[src/rtl/fpu_op_dispatch.sv]
// FP request dispatcher: issues one op to add/sub/mul/div units and tracks issue order
// in an opcode FIFO whose head selects the result mux.
module fpu_op_dispatch #(
    parameter int unsigned DATA_WIDTH = 32,
    parameter int unsigned OP_WIDTH   = 2,
    parameter int unsigned ORD_DEPTH  = 4
) (
    input  logic                          clk,
    input  logic                          rst,
    input  logic                          req_valid,
    output logic                          req_ready,
    input  logic [OP_WIDTH-1:0]           req_opcode,
    input  logic [DATA_WIDTH-1:0]         req_a,
    input  logic [DATA_WIDTH-1:0]         req_b,
    output logic [3:0]                    unit_valid,
    input  logic [3:0]                    unit_ready,
    output logic [DATA_WIDTH-1:0]         unit_a,
    output logic [DATA_WIDTH-1:0]         unit_b,
    output logic                          ord_valid,
    output logic [OP_WIDTH-1:0]           ord_opcode,
    input  logic                          ord_pop,
    output logic [$clog2(ORD_DEPTH):0]    ord_count
);

    localparam int unsigned PTR_W = $clog2(ORD_DEPTH);
    localparam int unsigned CNT_W = PTR_W + 1;

    typedef enum logic {
        IDLE  = 1'b0,
        ISSUE = 1'b1
    } state_t;

    state_t              state_q;
    state_t              state_d;
    logic [OP_WIDTH-1:0] op_q;
    logic [OP_WIDTH-1:0] op_d;
    logic                issue_done;
    logic                ord_full;
    logic                accept;
    logic                pop;
    logic [PTR_W-1:0]    wr_ptr;
    logic [PTR_W-1:0]    rd_ptr;
    logic [OP_WIDTH-1:0] ord_mem [ORD_DEPTH];

    assign ord_full   = (ord_count == CNT_W'(ORD_DEPTH));
    assign ord_valid  = (ord_count != '0);
    assign ord_opcode = ord_mem[rd_ptr];
    assign pop        = ord_pop && ord_valid;

    // Next-state, handshake and accept logic.
    always_comb begin
        state_d    = state_q;
        op_d       = op_q;
        issue_done = (state_q == ISSUE) && unit_ready[op_q];
        req_ready  = !rst && !ord_full && ((state_q == IDLE) || issue_done);
        accept     = req_valid && req_ready;
        case (state_q)
            IDLE: begin
                if (accept) state_d = ISSUE;
            end
            ISSUE: begin
                if (issue_done && !accept) state_d = IDLE;
            end
            default: state_d = IDLE;
        endcase
        if (accept) op_d = req_opcode;
    end

    // FSM, operand and issue-valid registers.
    always_ff @(posedge clk) begin
        if (rst) begin
            state_q    <= IDLE;
            op_q       <= '0;
            unit_a     <= '0;
            unit_b     <= '0;
            unit_valid <= '0;
        end else begin
            state_q    <= state_d;
            op_q       <= op_d;
            unit_valid <= (state_d == ISSUE) ? (4'b0001 << op_d) : 4'b0000;
            if (accept) begin
                unit_a <= req_a;
                unit_b <= req_b;
            end
        end
    end

    // Order FIFO: push on accept, pop on consumed result; power-of-2 pointers wrap naturally.
    always_ff @(posedge clk) begin
        if (rst) begin
            wr_ptr    <= '0;
            rd_ptr    <= '0;
            ord_count <= '0;
            for (int i = 0; i < int'(ORD_DEPTH); i++) ord_mem[i] <= '0;
        end else begin
            if (accept) begin
                ord_mem[wr_ptr] <= req_opcode;
                wr_ptr          <= wr_ptr + PTR_W'(1);
            end
            if (pop) rd_ptr <= rd_ptr + PTR_W'(1);
            case ({accept, pop})
                2'b10:   ord_count <= ord_count + CNT_W'(1);
                2'b01:   ord_count <= ord_count - CNT_W'(1);
                default: ord_count <= ord_count;
            endcase
        end
    end

endmodule

[config.mk]
export PLATFORM = sky130hd
export DESIGN_NAME = fpu_op_dispatch
export DESIGN_NICKNAME = d
export VERILOG_FILES = /design/src/rtl/fpu_op_dispatch.sv
export SDC_FILE = /design/constraint.sdc
export NUM_CORES = 1
export LEC_CHECK = 0
export ABC_AREA = 1
export CAP_MARGIN = 25
export CORE_ASPECT_RATIO = 2
export CORE_UTILIZATION = 60
export CTS_CLUSTER_SIZE = 30
export DETAILED_ROUTE_END_ITERATION = 12
export DONT_BUFFER_PORTS = 1
export PLACE_DENSITY = 0.76
export SLEW_MARGIN = 30
export SYNTH_ARGS = -nofsm -noshare
export SYNTH_HDL_FRONTEND = slang
export SYNTH_SLANG_ARGS = --single-unit
[constraint.sdc]
create_clock -name clk -period 5.3 [get_ports clk]
set_input_delay 0.265 -clock clk [delete_from_list [all_inputs] [get_ports clk]]
set_output_delay 0.265 -clock clk [all_outputs]
set_load 0.1 [all_outputs]
==> run summary <==
status - finished clean
Slew headroom - 32.52%
Mean Syn Cell Area - 8.077 sq um
Total Routing Usage GR - 25.29%
post-route setup slack - 1.858 ns
Mapped Cells - 402
CTS Root Buffer Type - clkbuf_8
Tot Pwr - 1.975 mW
pwr/cell area - 562.2 mW/mm^2
Leak - 1.340 nW
Final Slew Violations - 0
hold_ws - 0.04744 ns
Pint - 1.119 mW
post-detail-place hpwl - 4597 um
CP Launch Type - register
Post-Route Skew - 0.005098 ns
Non-Filler Instances - 456
FF-to-FF End - ord_count[2]
I/O Buffers - 0
CP required - 5.54 ns
Worst VDD drop - 0.0005034 V
Avg WL per Cell - 15.02 um
Yosys warnings - 0
worst reg2reg path depth - 11
post-synthesis sequential area ratio - 56.72%
commonest non-fill, non-tap cell in the layout - nand2_1
unique cell type count in the Yosys netlist - 20
Clk pwr share - 26.7%
CTS max path bufs - 2
initial core utilization - 62.62%
Worst Tran Pin Value - 1.011 ns
crit path from - ord_count[2]
DR pass1 iterations - 6
commonest non-fill, non-tap cells in the layout - nand2_1, dfxtp_1, a21oi_1
Critical Path End Type - register
Routed WL - 6851 um
setup TNS - 0 ns
Synth Cell Area - 0.003247 sq mm
Die Wd - 54.02 um
Via density - 5.625
Num CTS Buffers - 9
Synth-to-Final Area Change - 8.170%
first-pass GRT wire length - 10380 um
# setup viols final - 0
Worst EP arrival - 3.68 ns
number of DRC markers in iteration 0 - 88
initial antenna violation count - 0
Final ANT Viol Nets - 0
gr ovfl total - 0
worst reg2reg setup slack - 1.86 ns
FF+latch count, synth - 88
Die H - 106.0 um
Post-Syn Nets - 478
RSZ-0062 raised after global routing - false
period utilization - 64.94%
routability cong. - 0.7599
DRC viols - 0
clock latency on the worst-skew pair - 0.35 ns
sw frac - 43.33%
Worst Hold Depth - 2
Core ar. - 0.005185 sq mm
crit path kind - register to register
worst-path fanout max - 73
placed insts - 439
largest net degree at the start of global routing - 74
Hold Fails Final Rpt - 0
vias in the first global route - 2438
Gate power share - 19.7%
Sw Pwr - 0.8556 mW
via count - 2565
fin nets - 469
Hold EP - unit_b[25]
clock edge transition at the registers on the reported setup and hold paths - 0.08 ns
RR Startpoint - ord_count[2]
DP Worst Slack - 1.880 ns
Fmax - 0.2905 GHz
H-tree Lvls - 3
die area - 0.005727 sq mm
Sequential Power Share - 53.6%
max cap viols - 0
hold path startpoint - req_b[25]
ANT cells - 0
postcts setup bufs - 0
clock sink total - 88
min-delay worst type - input pin to register
min Tclk post-route - 3.442 ns
num rows - 37
TritonCTS clock tree - done
share of cells above drive strength 1 - 7.035%
number of I/O pins - 149
-- through the flow --
step                      utilization, %  instance area, sq um
after floorplan                        -                  3247
after global placement             62.02                  3216
after detailed placement           62.50                  3241
after CTS                          67.64                  3507
after global routing               67.74                  3512
final                              67.74                  3512
-- registers in the layout, indices dropped and copies added, names as in the netlist, named ones only --
| name | count |
|---|---|
| state_q | 1 |
| op_q | 2 |
| wr_ptr | 2 |
| rd_ptr | 2 |
| unit_valid | 4 |
| ord_mem | 8 |
| unit_b | 32 |
| ord_count | 3 |
| unit_a | 32 |
-- worst max-delay path: stages, from the launching register on --
cell	delay (ns)
dfxtp_1	0.98
nand3_1	0.25
nand2_1	0.22
inv_2	0.09
nand3_4	0.59
ha_1	0.26
inv_1	0.07
fa_1	0.38
a21oi_1	0.15
o21ai_0	0.11
o21ai_0	0.17
a21oi_1	0.06
-- metal layers --
| metal | GRT usage, % | part of all wire, % | up-vias |
|---|---|---|---|
| met2 | 42.06 | 52 | 120 |
| met1 | 25.14 | 36 | 1153 |
| met4 | 15.93 | 4.0 | 0 |
| met3 | 8.870 | 8.0 | 24 |
| met5 | 0 | 0 | - |
| li1 | - | - | 1268 |
-- synth_stat cells (all sizes together) --
cell / count / area share, %
a21oi: 75 / 12
buf: 14 / 3.1
clkbuf: 9 / 1.0
dfxtp: 80 / 49
edfxtp: 8 / 7.4
fa: 1 / 0.62
ha: 1 / 0.39
inv: 24 / 2.8
nand2: 147 / 17
nand3: 7 / 1.5
nand4: 2 / 0.39
nor2: 17 / 2.0
o2111ai: 1 / 0.27
o21ai: 13 / 2.0
o22ai: 2 / 0.39
o31ai: 1 / 0.23
-- power groups by stage --
| stage | Combinational (mW) | Clock (mW) | Sequential, mW |
|---|---|---|---|
| finish | 0.389 | 0.528 | 1.06 |
| CTS | 0.390 | 0.538 | 1.06 |
| floorplan | 0.283 | 0 | 1.11 |
| global placement | 0.357 | 0 | 1.07 |
| global route | 0.428 | 0.566 | 1.07 |
| detailed placement | 0.380 | 0 | 1.07 |
-- timing repair --
action                    CTS  global route
gates resized for setup     0             0
hold buffers                1             0
hold endpoints to repair   67             0
-- how the worst max path moves through the flow --
stage / end / depth (start not counted)
6_report: ord_count[2] / 11
5_1_grt: ord_count[2] / 11
4_1_cts: ord_count[2] / 11
3_5_place_dp: ord_count[2] / 11
3_3_place_gp: ord_mem[0][0] / 7
2_1_floorplan: ord_count[2] / 11
-- cell type report --
cell class / count / area, sq um
multi-input cells: 267 / 1224
inverters: 24 / 92.59
repair buffers: 3 / 42.54
well taps: 58 / 72.57
clock inverters: 4 / 73.82
flip-flops and latches: 88 / 1842
fillers: 443 / 1673
clock buffers: 12 / 165.2
-- logic make-up after synthesis --
group | after synthesis | share of synthesized area, %
AND/OR/NAND/NOR | 173 | 20.89
AO/OA/AOI/OAI | 92 | 14.45
flip-flops | 88 | 56.72
buffers and inverters | 47 | 6.936
adder cells (fa/ha/maj) | 2 | 1.002
Power figures use the tool's default switching activity.
